==> src/rtl/pll_phase_ctrl_if.sv <==
// Host-side request/response channel of the PLL phase controller.
// The request field is one bit wider than a phase index so that out-of-range targets can be expressed and rejected.
interface pll_phase_ctrl_if #(
    parameter int PHASE_STEPS = 64
);
    localparam int PW = $clog2(PHASE_STEPS);

    logic          req_valid;
    logic [PW:0]   req_phase;
    logic          req_ready;
    logic          done;
    logic          err;
    logic          busy;
    logic [PW-1:0] cur_phase;

    modport master (
        output req_valid, req_phase,
        input  req_ready, done, err, busy, cur_phase
    );

    modport slave (
        input  req_valid, req_phase,
        output req_ready, done, err, busy, cur_phase
    );
endinterface

==> src/rtl/pll_phase_ctrl.sv <==
// Dynamic phase controller for one PLL output: walks the phase to a requested
// position by the shortest path, one PSSEL/PSDIR/PSPULSE step at a time.
module pll_phase_ctrl #(
    parameter int CHANNEL     = 2,
    parameter int PHASE_STEPS = 64,
    parameter int INIT_PHASE  = 51,
    parameter int SETUP_CYC   = 2,
    parameter int PULSE_CYC   = 4,
    parameter int GAP_CYC     = 8
) (
    input  logic                 clk,
    input  logic                 resetn,
    input  logic                 pll_lock,
    pll_phase_ctrl_if.slave      host,
    output logic [2:0]           ps_sel,
    output logic                 ps_dir,
    output logic                 ps_pulse,
    output logic                 locked
);
    localparam int PW          = $clog2(PHASE_STEPS);
    localparam int SYNC_STAGES = 2;
    localparam int MAX_CYC     = (SETUP_CYC > PULSE_CYC)
                               ? ((SETUP_CYC > GAP_CYC) ? SETUP_CYC : GAP_CYC)
                               : ((PULSE_CYC > GAP_CYC) ? PULSE_CYC : GAP_CYC);
    localparam int CW          = $clog2(MAX_CYC) + 1;

    typedef enum logic [2:0] {
        S_IDLE,
        S_SETUP,
        S_PULSE,
        S_GAP,
        S_DONE
    } state_t;

    state_t          state_reg;
    logic [CW-1:0]   cnt_reg;
    logic [PW-1:0]   steps_reg;
    logic            sync_reg [SYNC_STAGES];

    int              req_int;
    int              cur_int;
    int              up_int;
    int              dn_int;
    logic            dir_next;
    logic [PW-1:0]   steps_next;
    logic [PW-1:0]   phase_inc;
    logic [PW-1:0]   phase_dec;

    // Lock synchronizer; LOCK is asynchronous to clk.
    generate
        for (genvar gi = 0; gi < SYNC_STAGES; gi++) begin : g_sync
            if (gi == 0) begin : g_first
                always_ff @(posedge clk or negedge resetn) begin
                    if (!resetn) sync_reg[gi] <= 1'b0;
                    else         sync_reg[gi] <= pll_lock;
                end
            end else begin : g_next
                always_ff @(posedge clk or negedge resetn) begin
                    if (!resetn) sync_reg[gi] <= 1'b0;
                    else         sync_reg[gi] <= sync_reg[gi-1];
                end
            end
        end
    endgenerate

    assign locked = sync_reg[SYNC_STAGES-1];

    // Shortest path around the circle; an exact half-circle tie increments.
    always_comb begin
        req_int    = int'(host.req_phase);
        cur_int    = int'(host.cur_phase);
        up_int     = (req_int >= cur_int) ? (req_int - cur_int)
                                          : (req_int + PHASE_STEPS - cur_int);
        dn_int     = PHASE_STEPS - up_int;
        dir_next   = (up_int > dn_int);
        steps_next = dir_next ? PW'(dn_int) : PW'(up_int);
        phase_inc  = (host.cur_phase == PW'(PHASE_STEPS - 1)) ? '0 : host.cur_phase + 1'b1;
        phase_dec  = (host.cur_phase == '0) ? PW'(PHASE_STEPS - 1) : host.cur_phase - 1'b1;
    end

    always_ff @(posedge clk or negedge resetn) begin
        if (!resetn) begin
            state_reg      <= S_IDLE;
            cnt_reg        <= '0;
            steps_reg      <= '0;
            host.req_ready <= 1'b1;
            host.done      <= 1'b0;
            host.err       <= 1'b0;
            host.busy      <= 1'b0;
            host.cur_phase <= PW'(INIT_PHASE);
            ps_sel         <= 3'(CHANNEL);
            ps_dir         <= 1'b0;
            ps_pulse       <= 1'b0;
        end else begin
            case (state_reg)
                S_IDLE: begin
                    if (host.req_valid) begin
                        host.req_ready <= 1'b0;
                        host.busy      <= 1'b1;
                        cnt_reg        <= '0;
                        if (req_int >= PHASE_STEPS) begin
                            host.done <= 1'b1;
                            host.err  <= 1'b1;
                            state_reg <= S_DONE;
                        end else if (req_int == cur_int) begin
                            host.done <= 1'b1;
                            state_reg <= S_DONE;
                        end else begin
                            ps_dir    <= dir_next;
                            steps_reg <= steps_next;
                            state_reg <= S_SETUP;
                        end
                    end
                end
                S_SETUP: begin
                    // Stall here without lock; a new step only starts on a locked PLL.
                    if (!locked) begin
                        cnt_reg <= '0;
                    end else if (cnt_reg == CW'(SETUP_CYC - 1)) begin
                        cnt_reg   <= '0;
                        ps_pulse  <= 1'b1;
                        state_reg <= S_PULSE;
                    end else begin
                        cnt_reg <= cnt_reg + 1'b1;
                    end
                end
                S_PULSE: begin
                    if (cnt_reg == CW'(PULSE_CYC - 1)) begin
                        cnt_reg        <= '0;
                        ps_pulse       <= 1'b0;
                        host.cur_phase <= ps_dir ? phase_dec : phase_inc;
                        steps_reg      <= steps_reg - 1'b1;
                        state_reg      <= S_GAP;
                    end else begin
                        cnt_reg <= cnt_reg + 1'b1;
                    end
                end
                S_GAP: begin
                    if (cnt_reg == CW'(GAP_CYC - 1)) begin
                        cnt_reg <= '0;
                        if (steps_reg != '0) begin
                            state_reg <= S_SETUP;
                        end else begin
                            host.done <= 1'b1;
                            state_reg <= S_DONE;
                        end
                    end else begin
                        cnt_reg <= cnt_reg + 1'b1;
                    end
                end
                S_DONE: begin
                    host.done      <= 1'b0;
                    host.err       <= 1'b0;
                    host.busy      <= 1'b0;
                    host.req_ready <= 1'b1;
                    state_reg      <= S_IDLE;
                end
                default: state_reg <= S_IDLE;
            endcase
        end
    end
endmodule
==> src/flat_wrapper.sv <==
// flat-port wrapper written by rule: the top's interface ports become plain ports
module pll_phase_ctrl_flat 
#(
    parameter int CHANNEL     = 2,
    parameter int PHASE_STEPS = 64,
    parameter int INIT_PHASE  = 51,
    parameter int SETUP_CYC   = 2,
    parameter int PULSE_CYC   = 4,
    parameter int GAP_CYC     = 8
)
  (clk, resetn, pll_lock, ps_sel, ps_dir, ps_pulse, locked, host_req_valid, host_req_phase, host_req_ready, host_done, host_err, host_busy, host_cur_phase);
  pll_phase_ctrl_if #(.PHASE_STEPS(PHASE_STEPS)) host_i ();
  input  logic clk;
  input  logic resetn;
  input  logic pll_lock;
  output logic [2:0] ps_sel;
  output logic ps_dir;
  output logic ps_pulse;
  output logic locked;
  input wire logic [$bits(host_i.req_valid)-1:0] host_req_valid;
  input wire logic [$bits(host_i.req_phase)-1:0] host_req_phase;
  output wire logic [$bits(host_i.req_ready)-1:0] host_req_ready;
  output wire logic [$bits(host_i.done)-1:0] host_done;
  output wire logic [$bits(host_i.err)-1:0] host_err;
  output wire logic [$bits(host_i.busy)-1:0] host_busy;
  output wire logic [$bits(host_i.cur_phase)-1:0] host_cur_phase;
  assign host_i.req_valid = host_req_valid;
  assign host_i.req_phase = host_req_phase;
  assign host_req_ready = host_i.req_ready;
  assign host_done = host_i.done;
  assign host_err = host_i.err;
  assign host_busy = host_i.busy;
  assign host_cur_phase = host_i.cur_phase;
  pll_phase_ctrl #(.CHANNEL(CHANNEL), .PHASE_STEPS(PHASE_STEPS), .INIT_PHASE(INIT_PHASE), .SETUP_CYC(SETUP_CYC), .PULSE_CYC(PULSE_CYC), .GAP_CYC(GAP_CYC)) u_core (.clk(clk), .resetn(resetn), .pll_lock(pll_lock), .host(host_i), .ps_sel(ps_sel), .ps_dir(ps_dir), .ps_pulse(ps_pulse), .locked(locked));
endmodule
==> config.mk <==
export PLATFORM = sky130hd
export DESIGN_NAME = pll_phase_ctrl_flat
export DESIGN_NICKNAME = d
export VERILOG_FILES = /design/src/rtl/pll_phase_ctrl_if.sv /design/src/rtl/pll_phase_ctrl.sv /design/src/flat_wrapper.sv
export SDC_FILE = /design/constraint.sdc
export NUM_CORES = 1
export LEC_CHECK = 0
export ABC_AREA = 0
export CORE_AREA = 3 3 75 77
export DETAILED_ROUTE_END_ITERATION = 10
export DIE_AREA = 0 0 78 80
export HOLD_SLACK_MARGIN = 0.06
export PLACE_DENSITY = 0.76
export SYNTH_ARGS = -nofsm -noshare
export SYNTH_HDL_FRONTEND = slang
export SYNTH_SLANG_ARGS = --single-unit
==> constraint.sdc <==
create_clock -name clk -period 10.1 [get_ports clk]
set_input_delay 2.525 -clock clk [delete_from_list [all_inputs] [get_ports clk]]
set_output_delay 2.525 -clock clk [all_outputs]
set_load 0.02 [all_outputs]
---- Yosys cells after proc, flatten, opt, wreduce, memory -nomap -nowiden ----
Cells that the tools add are included.
cells by class
  $add $sub $neg .......................... 8
  order comparisons ....................... 3
  eq/ne operators ......................... 19
  muxes and demuxes ....................... 42
  bitwise operators ....................... 2
  reductions and logical operators ........ 17
operators by type and width
  kind                     number
  $mux W6                  8
  $gt A32 B32 Y1           1
  $mux W32                 1
  $sub A32 B7 Y32          1
  $sub A8 B32 Y32 const A  1
  $mux W3                  8
  $mux W4                  5
  $pmux W4 S4              1
  $reduce_and A5 Y1        3
  $mux W1                  12
  $pmux W3 S4              1
  $pmux W6 S2              1
  $sub A6 B1 Y6 const B    2
  $ne A2 B1 Y1 const B     5
  $add A7 B7 Y8 const B    1
  $ne A2 B2 Y1 const B     4
  $pmux W1 S2              4
  $reduce_and A4 Y1        2
  $sub A7 B6 Y8            1
  $eq A7 B7 Y1             1
  $ge A7 B6 Y1             1
  $ge A7 B7 Y1 const B     1
  $add A6 B1 Y6 const B    1
  $eq A3 B2 Y1 const B     2
  18 further kinds         23
word-level totals
  flip-flop bits (word level) ............. 27
  bits of input ports ..................... 11
  word-level logic and storage cells ...... 103

---- Logic depth before layout (Yosys ltp) ----
Gate-level depths: netlist of run 1.
  depth in word-level cells ............... 10
  depth in mapped cells ................... 22
  depth with buffers taken out ............ 20

---- Worst setup path before layout of run 1 ----
OpenSTA, ideal clock, no wires.
  path kind ............................... input to register
  start point ............................. input port host_req_phase[0]
  end point ............................... register u_core.steps_reg[1]
  library setup time ...................... 0.092 ns
  arrival ................................. 6.899 ns
  data required time ...................... 10.008 ns
  setup slack ............................. 3.109 ns
  stages .................................. 18
  path buffers ............................ 0
  cell sequence ........................... inv_1 -> ha_1 -> fa_1 -> nand2b_2 -> a21oi_4 -> o21bai_2 -> a2111oi_4 -> nor2_1 -> o21ai_1 -> a21o_1 -> ha_1 -> or4_1 -> nand2b_1 -> mux2i_1 -> o21ai_0 -> o31ai_1 -> nor3b_1 -> o31ai_2
between the ends
  longest elaborated chain between the ends .. 10
RTL lines
  element               RTL line               RTL
  start, declared       flat_wrapper.sv:21     input wire logic [$bits(host_i.req_phase)-1:0] host_req_phase;
  $add A7 B7 Y8         pll_phase_ctrl.sv:73   : (req_int + PHASE_STEPS - cur_int);
  $sub A32 B7 Y32       pll_phase_ctrl.sv:73
  $mux W32              pll_phase_ctrl.sv:72   up_int = (req_int >= cur_int) ? (req_int - cur_int)
  $sub A8 B32 Y32       pll_phase_ctrl.sv:74   dn_int = PHASE_STEPS - up_int;
  $gt A32 B32 Y1        pll_phase_ctrl.sv:75   dir_next = (up_int > dn_int);
  $mux W6               pll_phase_ctrl.sv:76   steps_next = dir_next ? PW'(dn_int) : PW'(up_int);
  $mux W6               pll_phase_ctrl.sv:105  end else if (req_int == cur_int) begin
  $mux W6               pll_phase_ctrl.sv:101  if (req_int >= PHASE_STEPS) begin
  $mux W6               pll_phase_ctrl.sv:97   if (host.req_valid) begin
  $pmux W6 S2           pll_phase_ctrl.sv:95   case (state_reg)
  end signal, assigned  pll_phase_ctrl.sv:110  steps_reg <= steps_next;
  end signal, assigned  pll_phase_ctrl.sv:132  steps_reg <= steps_reg - 1'b1;
  end, declared         pll_phase_ctrl.sv:37   logic [PW-1:0] steps_reg;
Several ways; a longest one is shown, not always the timed one. The select of a mux whose other input is x is not followed.
A chain may end at the register's enable or synchronous reset.

---- Worst setup path in the final report of run 1 ----
Ends and elaborated chain as after synthesis.

==> results of run 1 <==
[area by class of cell]
type                            instances  area share
Multi-Input combinational cell        277       0.623
Sequential cell                        27       0.223
Timing Repair Buffer                   25      0.0801
Inverter                               25      0.0306
Tap cell                               70      0.0286
Clock buffer                            4      0.0147
[power by group]
part	switching [W]	internal (W)
combinational	0.000282	0.000199
clock	0.0000334	0.0000283
sequential	0.0000601	0.000151
[metal layers]
metal  track usage  vias to the layer above
li1              -                     1297
met1         0.262                     1225
met2         0.376                       51
met3        0.0192                        6
met4        0.0420                        0
met5             0                        -
[cells by family after synthesis]
group,share of synthesized area
compound gates,0.286
xor+xnor,0.0255
flops,0.249
other cells,0.00137
mux,0.0182
simple gates,0.223
buf+inv,0.0584
fa+ha+maj,0.140
[critical path, stage by stage]
cell and delay [ps]:
clkdlybuf4s50_1 450, inv_1 40, ha_1 190, fa_1 390, nand2b_2 210, a21oi_4 210, o21bai_2 100, a2111oi_4 850
nor2_1 230, o21ai_1 370, a21o_1 140, ha_1 230, or4_1 600, nand2b_1 180, mux2i_1 110, o21ai_0 170
o31ai_1 590, nor3b_1 120, o31ai_2 220
[metrics by stage]
step	instances	area, µm²	worst slack [ps]	power [W]
detailed placement	424	3020	2060	0.000689
finish	428	3060	2320	0.000754
CTS	428	3060	2340	0.000753
global placement	424	3020	2340	0.000679
global route	428	3060	1790	0.000826
floorplan	343	2750	3110	0.000561
[cells in the final DEF, fill, tap and decap left out, types with 4 or more instances in the layout]
| master | n |
|---|---|
| nor3_1 | 18 |
| o31ai_1 | 7 |
| xnor2_1 | 4 |
| nor2_1 | 32 |
| nand2b_1 | 4 |
| dfstp_2 | 5 |
| a21o_1 | 11 |
| a21oi_1 | 32 |
| a31oi_1 | 7 |
| ha_1 | 29 |
| nor4_1 | 6 |
| nand4_1 | 5 |
| xor2_1 | 4 |
| mux2i_1 | 5 |
| nand2_1 | 18 |
| o21ai_0 | 19 |
| nand3_1 | 19 |
| clkdlybuf4s50_1 | 23 |
| dfrtp_1 | 22 |
| inv_1 | 24 |
[how the worst min path moves through the flow]
stage	start	to	slack (ps)	cells after the start
finish	u_core.sync_reg[1]	u_core.locked	370	0
global route	u_core.sync_reg[1]	u_core.locked	390	0
CTS	u_core.sync_reg[1]	u_core.locked	380	0
detailed placement	u_core.sync_reg[1]	u_core.locked	360	0
global placement	u_core.sync_reg[1]	u_core.locked	330	0
floorplan	u_core.sync_reg[1]	u_core.locked	330	0
==> flow_summary.yaml, run 1 <==
die:
  fp.dieW_um: 78
  io_pins: 27
  die_y_um: 80
  die_area_um2: 6240
  num_rows: 26
  core-area_um2: 5070
  start_util: 0.540
synthesis:
  ys_ff_latch: 27
  synth_area_leaders: "dfrtp_1, ha_1, a21oi_1"
  synth.top_cells.by_count: "a21oi_1, nor2_1, ha_1"
  synth_cells: 341
  synthFlopType: "dfrtp_1"
  netlist_area_um2: 2740
  netlist.area_leader.share: 0.201
  yosys.area.top_type: "dfrtp_1"
  async_flop_share: 1.00
  synth_cell_types: 60
  ys_warn_count: 3
  synth-edff-count: 0
  yosysSeqAreaShare: 0.249
  avgSynthCellArea_um2: 8.04
cts:
  insertion_delay_ps: 270
  cts_buffers: 3
  cts-root-buf: "clkbuf_8"
  cts_resized: 0
  cts_hold_buf: 0
  clkSinkCount: 27
  htreeDepth: 1
  cts_tree: "yes"
  clk_pin_slew_ps: 90
  cts_setup_buffers: 0
  cts_max_path_buffers: 2
outcome:
  status: "finished, final reports clean"
routing:
  wl_met2_um: 3090
  drt_wl_total_um: 6130
  dr.max_layer_used: "met4"
  wl_met3_um: 170
  vias: 2579
  drc: 0
  drtIter0Drc: 161
  wl_per_cell_um: 14.3
  viasPerCell: 6.03
  ant_nets: 0
  firstDrtPassIters: 4
  wl_met1_um: 2810
worst_setup_path:
  endpoint: "u_core.steps_reg[1]"
  r2r-end: "u_core.steps_reg[1]"
  rr_worst_depth: 17
  cp-start-kind: "primary input"
  cp-end-kind: "flip-flop"
  startpoint: "host_req_phase[0]"
  rrSetupSlack_ps: 4310
  critical_path_arrival_ps: 7970
  critPathKind: "primary input to flip-flop"
  rr_startpoint: "u_core.host.cur_phase[4]"
  required_ps: 10290
  critPathMaxFanout: 15
placement:
  dp_hpwl_um: 4750
  gp_congestion: 0.854
  port_buffers: 23
cells_and_area:
  syn2layout_area_growth_pct: 11.6
  seq_area_um2: 682
  drive_gt1_frac: 0.0782
  multi_input_area_um2: 1910
  nNetsFinal: 400
  n_antenna_cell: 0
  fill_cells: 485
  utilization: 0.603
timing:
  maxSlewHeadroom: 0.373
  skew_ps: 2.59
  rsz0062_at_grt: "no"
  fin_crit_sh: 0.770
  finalMaxSlewViolations: 0
  hold_slack_ps: 371
  worst_slew_pin_slew_ps: 937
  period_minus_slack_ps: 7780
  max_freq_ghz: 0.129
  fin_setup_tns_ps: 0
  finalSetupViolCount: 0
  hold_violations: 0
global_routing:
  grt_use_total: 0.205
  antenna_found_initial: 0
  grt_pass1_wl_um: 10700
  grt_start_max_net_pins: 28
  grt_pass1_vias: 2425
  grt.overflow.total: 0
min_path:
  hp-class: "flip-flop to flip-flop"
job:
  maxCapViolations: 0
power:
  power_leakage_nw: 1.28
  power-per-cell-area_nw_per_um2: 246
  ir_drop_v: 0.0000946
Power figures use the tool's default switching activity.
==> run 2: changes to the inputs <==
==> constraint.sdc (replaced) <==
create_clock -name clk -period 8 [get_ports clk]
set_input_delay 2 -clock clk [delete_from_list [all_inputs] [get_ports clk]]
set_output_delay 2 -clock clk [all_outputs]
set_load 0.02 [all_outputs]
==> run 2 against run 1 <==
The flow now finishes with violations (design-rule violations). Sequential share of layout area is the same. Combinational power increased by 25%. Via count shrank 1.0%. Cell area unchanged. Total power is 26% higher.
==> flow_summary.yaml, run 2 (synthesized netlist as in run 1, its figures left out) <==
cells_and_area:
  fin_cells: 428
  n_antenna_cell: 0
  final_cell_mix: "a21oi_1, nor2_1, ha_1, inv_1, clkdlybuf4s50_1"
  fill_cells: 474
  drive_gt1_frac: 0.0782
  syn2layout_area_growth_pct: 11.6
  nNetsFinal: 400
power:
  p_total_w: 0.000949
  ir_drop_v: 0.000115
  power_leakage_nw: 1.28
  power-per-cell-area_nw_per_um2: 310
min_path:
  whs_path_depth: 0
  hp-class: "flip-flop to flip-flop"
  min_to: "u_core.locked"
  min_from: "u_core.sync_reg[1]"
timing:
  max_freq_ghz: 0.144
  finalMaxSlewViolations: 0
  worst_slew_pin_slew_ps: 1200
  hold_violations: 0
  fin_crit_sh: 0.869
  hold_slack_ps: 363
  finalSetupViolCount: 0
  maxSlewHeadroom: 0.193
  fin_setup_tns_ps: 0
  skew_ps: 11.2
  rsz0062_at_grt: "no"
  period_minus_slack_ps: 6950
worst_setup_path:
  critPathKind: "primary input to flip-flop"
  r2r-end: "u_core.steps_reg[1]"
  critPathMaxFanout: 8
  cp-end-kind: "flip-flop"
  cp-start-kind: "primary input"
  rrSetupSlack_ps: 2440
  required_ps: 8180
  rr_worst_depth: 17
  rr_startpoint: "u_core.host.cur_phase[4]"
  critical_path_arrival_ps: 7130
cts:
  cts_buffers: 3
  cts-root-buf: "clkbuf_8"
  insertion_delay_ps: 280
  clk_pin_slew_ps: 100
  clkSinkCount: 27
  htreeDepth: 1
  cts_resized: 0
  cts_max_path_buffers: 2
  cts_setup_buffers: 0
  cts_hold_buf: 0
  cts_tree: "yes"
routing:
  drc: 2
  viasPerCell: 5.96
  drt_wl_total_um: 6140
  drtIter0Drc: 202
  firstDrtPassIters: 7
  vias: 2553
  wl_per_cell_um: 14.3
  ant_nets: 0
outcome:
  violations: "design-rule violations"
  status: "finished, violations left"
die:
  core-area_um2: 5070
  num_rows: 26
  fp.dieW_um: 78
  die_y_um: 80
  die_area_um2: 6240
  start_util: 0.540
  io_pins: 27
global_routing:
  grt_pass1_wl_um: 10800
  grt_use_total: 0.208
  grt.overflow.total: 0
  grt_start_max_net_pins: 28
  grt_pass1_vias: 2436
  antenna_found_initial: 0
placement:
  dp_hpwl_um: 4790
  gp_congestion: 0.874
  port_buffers: 23
  place_inst: 424
job:
  maxCapViolations: 0
==> run 2: cell counts in the layout (fill, tap and decap cells not counted) <==
No cell type changed its count.
==> run 2: layout make-up <==
class | instances | area, µm² | area share
multi-input cells | 277 | 1910 | 0.623
flip-flops and latches | 27 | 682 | 0.223
repair buffers | 25 | 245 | 0.0801
inverters | 25 | 93.8 | 0.0306
well taps | 70 | 87.6 | 0.0286
clock buffers | 4 | 45.0 | 0.0147
==> run 2: worst max-delay path: stages <==
cell             delay [ps]
clkdlybuf4s50_1         410
ha_1                    420
nand2_1                  90
a211oi_1                250
o21a_1                  360
nor2_1                  150
nor4_1                  610
o21ai_1                 330
a21o_1                  240
ha_1                    310
or4_1                   570
nand2b_1                180
mux2i_1                 120
o21ai_0                 170
o31ai_1                 540
nor3b_1                 130
o31ai_2                 230
==> run 2: through the flow <==
stage / utilization / setup WS (ps) / cell area, µm²
2_1_floorplan: - / 1530 / 2750
3_3_place_gp: 0.594 / 972 / 3020
3_5_place_dp: 0.594 / 814 / 3020
4_1_cts: 0.603 / 1070 / 3060
5_1_grt: 0.603 / 542 / 3060
6_report: 0.603 / 1050 / 3060
==> run 2: how the worst max path moves through the flow <==
| stage | cells after the start | slack [ps] | to | from |
|---|---|---|---|---|
| CTS | 17 | 1070 | u_core.steps_reg[1] | host_req_phase[4] |
| finish | 17 | 1050 | u_core.steps_reg[1] | host_req_phase[4] |
| detailed placement | 17 | 810 | u_core.steps_reg[1] | host_req_phase[4] |
| global route | 17 | 540 | u_core.steps_reg[1] | host_req_phase[4] |
| global placement | 18 | 970 | u_core.steps_reg[1] | host_req_phase[0] |
| floorplan | 18 | 1530 | u_core.steps_reg[1] | host_req_phase[0] |
==> run 2: routing by layer <==
layer | up-vias | routed length (µm) | track usage
met2 | 28 | 3080 | 0.362
met3 | 6 | 101 | 0.0181
li1 | 1296 | - | -
met5 | - | 0 | 0
met1 | 1223 | 2880 | 0.275
met4 | 0 | 73 | 0.0612
==> run 2: report_power, final <==
| group | internal, W | switching, W |
|---|---|---|
| logic | 0.000251 | 0.000352 |
| registers | 0.000191 | 0.0000764 |
| clock network | 0.0000357 | 0.0000424 |
| total | 0.000478 | 0.000471 |
